### config.mk
export PLATFORM = sky130hd
export DESIGN_NAME = jh_ext_sram_prefetch_fifo
export DESIGN_NICKNAME = d
export VERILOG_FILES = /design/src/rtl/jh_ext_sram_prefetch_fifo.sv
export SDC_FILE = /design/constraint.sdc
export NUM_CORES = 1
export LEC_CHECK = 0
export ABC_AREA = 1
export BUFFER_PORTS_ARGS = -buffer_cell sky130_fd_sc_hd__clkbuf_2
export CORE_MARGIN = 10
export CORE_UTILIZATION = 35
export CTS_BUF_LIST = sky130_fd_sc_hd__clkbuf_16
export DETAILED_ROUTE_END_ITERATION = 10
export GPL_TIMING_DRIVEN = 1
export PLACE_DENSITY_LB_ADDON = 0.12
export SETUP_SLACK_MARGIN = 0.3
export SYNTH_ARGS = -nofsm -noshare
export SYNTH_HDL_FRONTEND = slang
export SYNTH_SLANG_ARGS = --single-unit
### constraint.sdc
create_clock -name clk -period 6.6 [get_ports clk]
set_input_delay 0.33 -clock clk [delete_from_list [all_inputs] [get_ports clk]]
set_output_delay 0.33 -clock clk [all_outputs]
set_load 0.1 [all_outputs]
### src/rtl/jh_ext_sram_prefetch_fifo.sv
// Valid/ready FIFO over an external single-port SRAM with a register prefetch buffer on the output side.
// Write to out_valid takes MEM_RD_LATENCY+2 cycles through an empty FIFO; in_ready drops when full, on clear, or for one forced-read cycle.
module jh_ext_sram_prefetch_fifo #(
    parameter int DATA_WIDTH     = 8,
    parameter int FIFO_DEPTH     = 256,
    parameter int MEM_RD_LATENCY = 1,
    parameter int PREFETCH_DEPTH = 4,
    parameter int AF_THRESH      = FIFO_DEPTH - 4,
    parameter int AE_THRESH      = 4,
    parameter int MAX_WR_BURST   = 16
) (
    input  logic                          clk,
    input  logic                          rstn,
    input  logic                          clear,
    input  logic [DATA_WIDTH-1:0]         in_data,
    input  logic                          in_valid,
    output logic                          in_ready,
    output logic [DATA_WIDTH-1:0]         out_data,
    output logic                          out_valid,
    input  logic                          out_ready,
    output logic [$clog2(FIFO_DEPTH)-1:0] mem_addr,
    output logic [DATA_WIDTH-1:0]         mem_din,
    output logic                          mem_wr_en,
    output logic                          mem_rd_en,
    input  logic [DATA_WIDTH-1:0]         mem_dout,
    output logic [$clog2(FIFO_DEPTH):0]   count,
    output logic                          almost_full,
    output logic                          almost_empty
);
    localparam int AW = $clog2(FIFO_DEPTH);
    localparam int CW = AW + 1;
    localparam int PW = $clog2(PREFETCH_DEPTH);
    localparam int OW = PW + 2;
    localparam int SW = $clog2(MAX_WR_BURST + 2);
    localparam int L  = MEM_RD_LATENCY;

    localparam logic [CW-1:0] DEPTH_C = CW'(FIFO_DEPTH);
    localparam logic [CW-1:0] AF_C    = CW'(AF_THRESH);
    localparam logic [CW-1:0] AE_C    = CW'(AE_THRESH);
    localparam logic [OW-1:0] PF_C    = OW'(PREFETCH_DEPTH);
    localparam logic [SW-1:0] BURST_C = SW'(MAX_WR_BURST);

    logic [CW-1:0]         r_count;
    logic [CW-1:0]         r_mem_cnt;
    logic [AW-1:0]         r_waddr;
    logic [AW-1:0]         r_raddr;
    logic [L-1:0]          r_stg;
    logic [SW-1:0]         r_streak;
    logic [DATA_WIDTH-1:0] r_pf [PREFETCH_DEPTH];
    logic [PW-1:0]         r_pf_wp;
    logic [PW-1:0]         r_pf_rp;
    logic [PW:0]           r_pf_cnt;

    logic [L-1:0]  w_stg_nxt;
    logic [OW-1:0] w_infl;
    logic [OW-1:0] w_pf_occ;
    logic          w_in_exec;
    logic          w_out_exec;
    logic          w_force_rd;
    logic          w_rd_ok;
    logic          w_rd;
    logic          w_push;
    logic          w_streak_inc;

    // Reads in flight reserve buffer slots so a returning word always has room.
    always_comb begin
        w_infl = '0;
        for (int i = 0; i < L; i++) begin
            w_infl = w_infl + OW'(r_stg[i]);
        end
    end

    always_comb begin
        w_stg_nxt    = '0;
        w_stg_nxt[0] = w_rd;
        for (int i = 1; i < L; i++) begin
            w_stg_nxt[i] = r_stg[i-1];
        end
    end

    assign w_pf_occ     = OW'(r_pf_cnt) + w_infl;
    assign w_force_rd   = (MAX_WR_BURST != 0) && (r_streak == BURST_C);
    assign in_ready     = (r_count < DEPTH_C) && !w_force_rd && !clear;
    assign w_in_exec    = in_valid && in_ready;
    assign out_valid    = (r_pf_cnt != '0) && !clear;
    assign w_out_exec   = out_valid && out_ready;
    assign w_rd_ok      = (r_mem_cnt != '0) && (w_pf_occ < PF_C);
    assign w_rd         = !w_in_exec && w_rd_ok && !clear;
    assign w_push       = r_stg[L-1] && !clear;
    assign w_streak_inc = w_in_exec && (r_pf_cnt == '0) && (r_mem_cnt != '0);

    // Strobes are gated by rstn so they drop the instant reset asserts.
    assign mem_wr_en    = w_in_exec && rstn;
    assign mem_rd_en    = w_rd && rstn;
    assign mem_addr     = w_in_exec ? r_waddr : r_raddr;
    assign mem_din      = in_data;
    assign out_data     = r_pf[r_pf_rp];
    assign count        = r_count;
    assign almost_full  = (r_count >= AF_C);
    assign almost_empty = (r_count <= AE_C);

    always_ff @(posedge clk or negedge rstn) begin
        if (!rstn) begin
            r_count   <= '0;
            r_mem_cnt <= '0;
            r_waddr   <= '0;
            r_raddr   <= '0;
            r_stg     <= '0;
            r_streak  <= '0;
            r_pf_wp   <= '0;
            r_pf_rp   <= '0;
            r_pf_cnt  <= '0;
        end else if (clear) begin
            r_count   <= '0;
            r_mem_cnt <= '0;
            r_waddr   <= '0;
            r_raddr   <= '0;
            r_stg     <= '0;
            r_streak  <= '0;
            r_pf_wp   <= '0;
            r_pf_rp   <= '0;
            r_pf_cnt  <= '0;
        end else begin
            r_stg <= w_stg_nxt;

            if (w_in_exec && !w_out_exec) begin
                r_count <= r_count + CW'(1);
            end else if (!w_in_exec && w_out_exec) begin
                r_count <= r_count - CW'(1);
            end

            if (w_in_exec) begin
                r_waddr   <= r_waddr + AW'(1);
                r_mem_cnt <= r_mem_cnt + CW'(1);
            end else if (w_rd) begin
                r_raddr   <= r_raddr + AW'(1);
                r_mem_cnt <= r_mem_cnt - CW'(1);
            end

            // A forced-read cycle never writes, so the streak falls back to zero there.
            r_streak <= w_streak_inc ? r_streak + SW'(1) : '0;

            if (w_push) begin
                r_pf_wp <= r_pf_wp + PW'(1);
            end
            if (w_out_exec) begin
                r_pf_rp <= r_pf_rp + PW'(1);
            end
            if (w_push && !w_out_exec) begin
                r_pf_cnt <= r_pf_cnt + (PW+1)'(1);
            end else if (!w_push && w_out_exec) begin
                r_pf_cnt <= r_pf_cnt - (PW+1)'(1);
            end
        end
    end

    always_ff @(posedge clk) begin
        if (w_push) begin
            r_pf[r_pf_wp] <= mem_dout;
        end
    end

endmodule
==> summary.txt, run 1 <==
Status: completed
Total grt overflow: 0
Final critical-path share of the clock period: 44.8%
Gr usage total: 11.8%
CTS Sinks: 79
Largest net degree at the start of global routing: 49
Number of placed instances, taps included: 729
Drt total wl: 9950 um
Ant. Diodes: 0
Antenna Nets Post-Route: 0
FP Rows: 41
Slew @ Worst Pin: 0.839 ns
1st-iter DRT viols: 164
Crit path time final: 2.96 ns
Count of different cell masters after synthesis: 36
Routability cong.: 0.850
Area after DPL: 4840 um2
Seq/Total Area, Yosys: 47.4%
First-pass GRT wire length: 17300 um
Max-cap violations: 0
Commonest cells after routing, fill and taps aside: 121 x nand2_1, 69 x inv_1, 52 x nor2_1
Initial core utilization: 35.8%
Post-route core utilization: 41.0%
Worst Reg-to-Reg Cells: 17
Worst path required time: 6.27 ns
VDD IR max: 0.162 mV
Clk root buf: clkbuf_16
Drt drc: 0
Mean Syn Cell Area: 8.55 um2
Slew HR: 43.8%
DR vias: 3516
Clk_skew: 0.00628 ns
Initial antenna violation count: 0
Worst hold margin: 0.0845 ns
Die H: 134 um
Initial DRT Pass Iterations: 4
Fin. max-slew vios: 0
FF-to-FF setup slack: 3.79 ns
HP Class: in -> async
Setup CP Type: reg -> out
Clk slew on worst S/H paths: 0.06 ns
Critical Path Start Type: flop
Routed vias/inst: 4.72
Setup ws final: 3.64 ns
Vias in the first global route: 3546
Hold_buf cts: 0
Die width: 134 um
Wire per inst: 13.4 um
H-tree depth: 3
Fin area: 5170 um2
Layout cells sized above 1: 14.8%
Power consumption: 2.54 mW
Setup TNS: 0 ns
Worst EP arrival: 2.63 ns
Postcts setup bufs: 0
Dpl ws: 3.79 ns
Core ar.: 12600 um2
FF-to-FF Start: r_streak[0]
Worst R2R End: count[8]
Synth warn: 0
# port buffers: 43
CTS tree: yes
Die area: 17800 um2
Nets@finish: 615
Final std cells w/o fill: 745
RSZ-0062 raised after global routing: no
Syn nets: 575
Mapped Area: 4510 um2
Area delta synth->final: 14.7%
Leak: 2.43 nW
I/O pin count: 60
Cells after synthesis: 528
# resized after CTS: 0
Max Fanout on Critical Path: 28
Final Setup Violations: 0
Clock latency on the worst-skew pair: 0.34 ns
CP Capture Type: output pin
P per Cell Area: 490 nW/um2
FMAX: 338 MHz
Commonest non-fill, non-tap cell in the layout: nand2_1
Clock buffer depth: 2
Register bit total from synthesis: 79
Detailed placer's ending HPWL: 7060 um
Total CTS buffers: 9
Final-layout fill cell count: 1278
Final Hold Viols: 0
cell usage after synthesis, drive strengths merged:
cell type / n / area share (%)
nor3: 3 / 0.44
clkbuf: 2 / 0.17
a31oi: 2 / 0.28
a22oi: 1 / 0.17
nand4: 12 / 1.7
inv: 74 / 6.2
nor2: 55 / 5.1
o21ai: 63 / 7.3
buf: 13 / 2.3
edfxtp: 32 / 21
ha: 23 / 6.4
xor2: 6 / 1.2
a21o: 1 / 0.17
nand3: 27 / 3.3
o21bai: 1 / 0.17
o22ai: 10 / 1.4
dfrtp: 47 / 26
nand3b: 4 / 0.67
or2: 1 / 0.14
nor4: 1 / 0.14
nand2: 130 / 12
xnor2: 7 / 1.4
fa: 3 / 1.3
a21oi: 10 / 1.2
worst max-delay path by stage:
stage                           start           to  slack, ns
after CTS                 r_streak[0]  mem_addr[6]       3.58
after floorplan              count[8]  mem_addr[1]       2.68
after global placement    r_streak[0]     count[8]       3.84
after global routing      r_streak[0]  mem_addr[6]       3.42
final                     r_streak[0]  mem_addr[6]       3.64
after detailed placement  r_streak[0]     count[8]       3.79
report_power, final:
group,internal (mW),switching (mW),leakage (nW)
Sequential,0.594,0.0971,0.915
Combinational,0.324,0.957,1.35
Clock,0.341,0.222,0.162
routing by layer:
metal	vias up	part of all wire [%]	GRT usage, %
met2	55	46	18.7
met3	7	4.3	3.31
li1	1815	-	-
met4	0	1.1	4.23
met1	1639	49	14.9
met5	-	0	0
sequential cells by signal, indices dropped and copies added, names as in the netlist, 3 cells and up:
register	count
r_pf	32
count	9
r_pf_cnt	3
r_waddr	8
r_mem_cnt	9
r_streak	5
r_raddr	8
logic make-up (layout without fill, tap and decap cells):
family / count (synthesis) / after routing / synth area share, %
flip-flops: 79 / 79 / 47.4
buffers and inverters: 89 / 134 / 8.62
AND/OR/NAND/NOR: 233 / 233 / 23.1
XOR/XNOR: 13 / 13 / 2.52
adder cells (fa/ha/maj): 26 / 26 / 7.71
AO/OA/AOI/OAI: 88 / 88 / 10.7
worst max-delay path, stage by stage, from the launching register on:
cell	delay [ns]
dfrtp_1	0.39
inv_1	0.06
ha_1	0.19
nand2_1	0.06
inv_1	0.04
nand2_2	0.08
nand3_2	0.50
o21ai_0	0.45
clkbuf_2	0.52
layout make-up:
cell class              instances  area, um2  share of cell area [%]
multi-input cells             360       1990                    38.4
repair buffers                 44        223                    4.30
clock inverters                 7        110                    2.13
inverters                      74        278                    5.37
flip-flops and latches         79       2140                    41.3
well taps                     172        215                    4.16
clock buffers                   9        225                    4.35
Note: power is estimated with default switching activity, not from simulation.
==> run 2: changes to the inputs <==
==> constraint.sdc (replaced) <==
create_clock -name clk -period 2.6 [get_ports clk]
set_input_delay 0.13 -clock clk [delete_from_list [all_inputs] [get_ports clk]]
set_output_delay 0.13 -clock clk [all_outputs]
set_load 0.1 [all_outputs]
==> summary.txt, run 2 (synthesized netlist as in run 1, its figures left out) <==
Clock latency on the worst-skew pair: 0.35 ns
# port buffers: 43
Layout cells sized above 1: 24.1%
CTS tree: yes
Number of placed instances, taps included: 737
Worst Reg-to-Reg Cells: 18
Max-cap violations: 0
Antenna Nets Post-Route: 0
CP max-delay cell: dfrtp_1
Final critical-path share of the clock period: 86.9%
Slew @ Worst Pin: 0.635 ns
Final Hold Viols: 0
Initial antenna violation count: 0
Die area: 17800 um2
Vias in the first global route: 3596
VDD IR max: 0.577 mV
H-tree depth: 3
Routed vias/inst: 4.76
Drt drc: 0
Wire per inst: 13.8 um
Initial core utilization: 35.8%
CP peak stage delay: 0.36 ns
FMAX: 443 MHz
Max FFs per register: 32
Setup TNS: 0 ns
Setup CP Type: reg -> reg
Routability cong.: 0.833
Commonest non-fill, non-tap cell in the layout: nand2_1
Status: completed
Drt total wl: 10600 um
I/O pin count: 60
Fin. max-slew vios: 0
RSZ-0062 raised after global routing: yes
Worst path required time: 2.84 ns
Gr usage total: 12.1%
Worst R2R End: count[8]
Initial DRT Pass Iterations: 4
Crit path time final: 2.26 ns
Slew HR: 57.7%
Total CTS buffers: 9
Nets@finish: 643
Total grt overflow: 0
Largest net degree at the start of global routing: 48
Clk_skew: 0.00672 ns
CP Capture Type: flop
FP Rows: 41
CTS Sinks: 79
Critical Path Start Type: flop
CP dominant cell by count: nand2_1
DR vias: 3677
Ant. Diodes: 0
Hold Path Sink: r_pf[3][6]
Crit path buf inv count: 4
Worst EP arrival: 2.49 ns
Worst path cell trace: inv_1 -> ha_2 -> nand2_1 -> inv_1 -> nand2_2 -> nand2_2 -> nor2_4 -> buf_12 -> nand2_8 -> ha_4 -> a21oi_2 -> nand2_1 -> a21oi_2 -> inv_1 -> nand2_1 -> nand2_1 -> nand2_1 -> nand2_1
Family with the most delay on the worst path: simple AND/OR/NAND/NOR gates
Max Fanout on Critical Path: 4
Detailed placer's ending HPWL: 7430 um
Commonest cells after routing, fill and taps aside: 116 x nand2_1, 70 x inv_1, 51 x nor2_1
Leak: 2.63 nW
Clk root buf: clkbuf_16
FF-to-FF Start: r_streak[0]
Final Setup Violations: 0
1st-iter DRT viols: 185
Min-Delay Path Depth: 1
Largest Register: r_pf
Final std cells w/o fill: 773
Die H: 134 um
P per Cell Area: 1160 nW/um2
Clk slew on worst S/H paths: 0.06 ns
FF-to-FF setup slack: 0.34 ns
Clock buffer depth: 2
First-pass GRT wire length: 17500 um
Area delta synth->final: 27.9%
Die width: 134 um
Post-route core utilization: 45.7%
HP Class: in -> reg
Core ar.: 12600 um2
HP Start: mem_dout[6]
[run 2: cell types whose count changed in the layout (fill, tap and decap cells not counted), sizes merged]
cell         change
clkbuf          -10
clkinv           +1
buf             +34
nand2            +1
dlygate4sd3      +3
bufinv           -2
clkinvlp         +1
[run 2: metrics by stage]
| step | area [um2] | setup WS [ns] | hold WS, ns | total power [mW] |
|---|---|---|---|---|
| 6_report | 5770 | 0.342 | 0.0164 | 6.69 |
| 4_1_cts | 5440 | 0.258 | 0.000107 | 6.45 |
| 5_1_grt | 5770 | 0.163 | 0.0125 | 7.19 |
| 3_5_place_dp | 5120 | 0.212 | 0.261 | 5.21 |
| 3_3_place_gp | 5120 | 0.279 | 0.261 | 5.18 |
| 2_1_floorplan | 4640 | 0.131 | -0.166 | 4.59 |
[run 2: layout make-up]
type	count	area, um2
Clock buffer	9	225
Timing Repair Buffer	71	569
Inverter	74	278
Tap cell	172	215
Multi-Input combinational cell	361	2290
Sequential cell	79	2140
Clock inverter	7	48.8
Fill cell	1251	6850
[run 2: per-layer routing]
metal / routed length, um / global-route usage [%] / up-vias
li1: - / - / 1874
met1: 4850 / 14.6 / 1743
met2: 5200 / 19.9 / 43
met3: 422 / 3.31 / 17
met4: 169 / 5.14 / 0
met5: 0 / 0 / -
[run 2: how the worst max path moves through the flow]
stage | startpoint | endpoint | slack, ns | cells past startpoint
3_5_place_dp | r_streak[0] | count[8] | 0.21 | 17
4_1_cts | r_streak[0] | count[6] | 0.26 | 15
3_3_place_gp | r_streak[0] | count[8] | 0.28 | 17
6_report | r_streak[0] | count[8] | 0.34 | 18
5_1_grt | r_streak[0] | count[7] | 0.16 | 16
2_1_floorplan | r_streak[0] | mem_addr[0] | 0.13 | 9
[run 2: power breakdown]
| group | switching, mW | total, mW | internal, mW |
|---|---|---|---|
| logic | 2.64 | 3.76 | 1.12 |
| clock network | 0.535 | 1.18 | 0.648 |
| registers | 0.242 | 1.75 | 1.51 |
| total | 3.41 | 6.69 | 3.28 |
[run 2: worst register-to-register path, stage by stage, from the launching register on]
cell	delay [ns]
dfrtp_1	0.36
inv_1	0.05
ha_2	0.16
nand2_1	0.06
inv_1	0.04
nand2_2	0.10
nand2_2	0.09
nor2_4	0.24
buf_12	0.15
nand2_8	0.06
ha_4	0.27
a21oi_2	0.13
nand2_1	0.07
a21oi_2	0.13
inv_1	0.06
nand2_1	0.06
nand2_1	0.04
nand2_1	0.05
nand2_1	0.04
[run 2: timing repair]
item,CTS,global route
resized for setup,6,35
setup endpoints to repair,12,20
pin swaps,0,12
hold buffers,2,1
cloned,0,1
hold endpoints to repair,51,4
buffers inserted,0,16
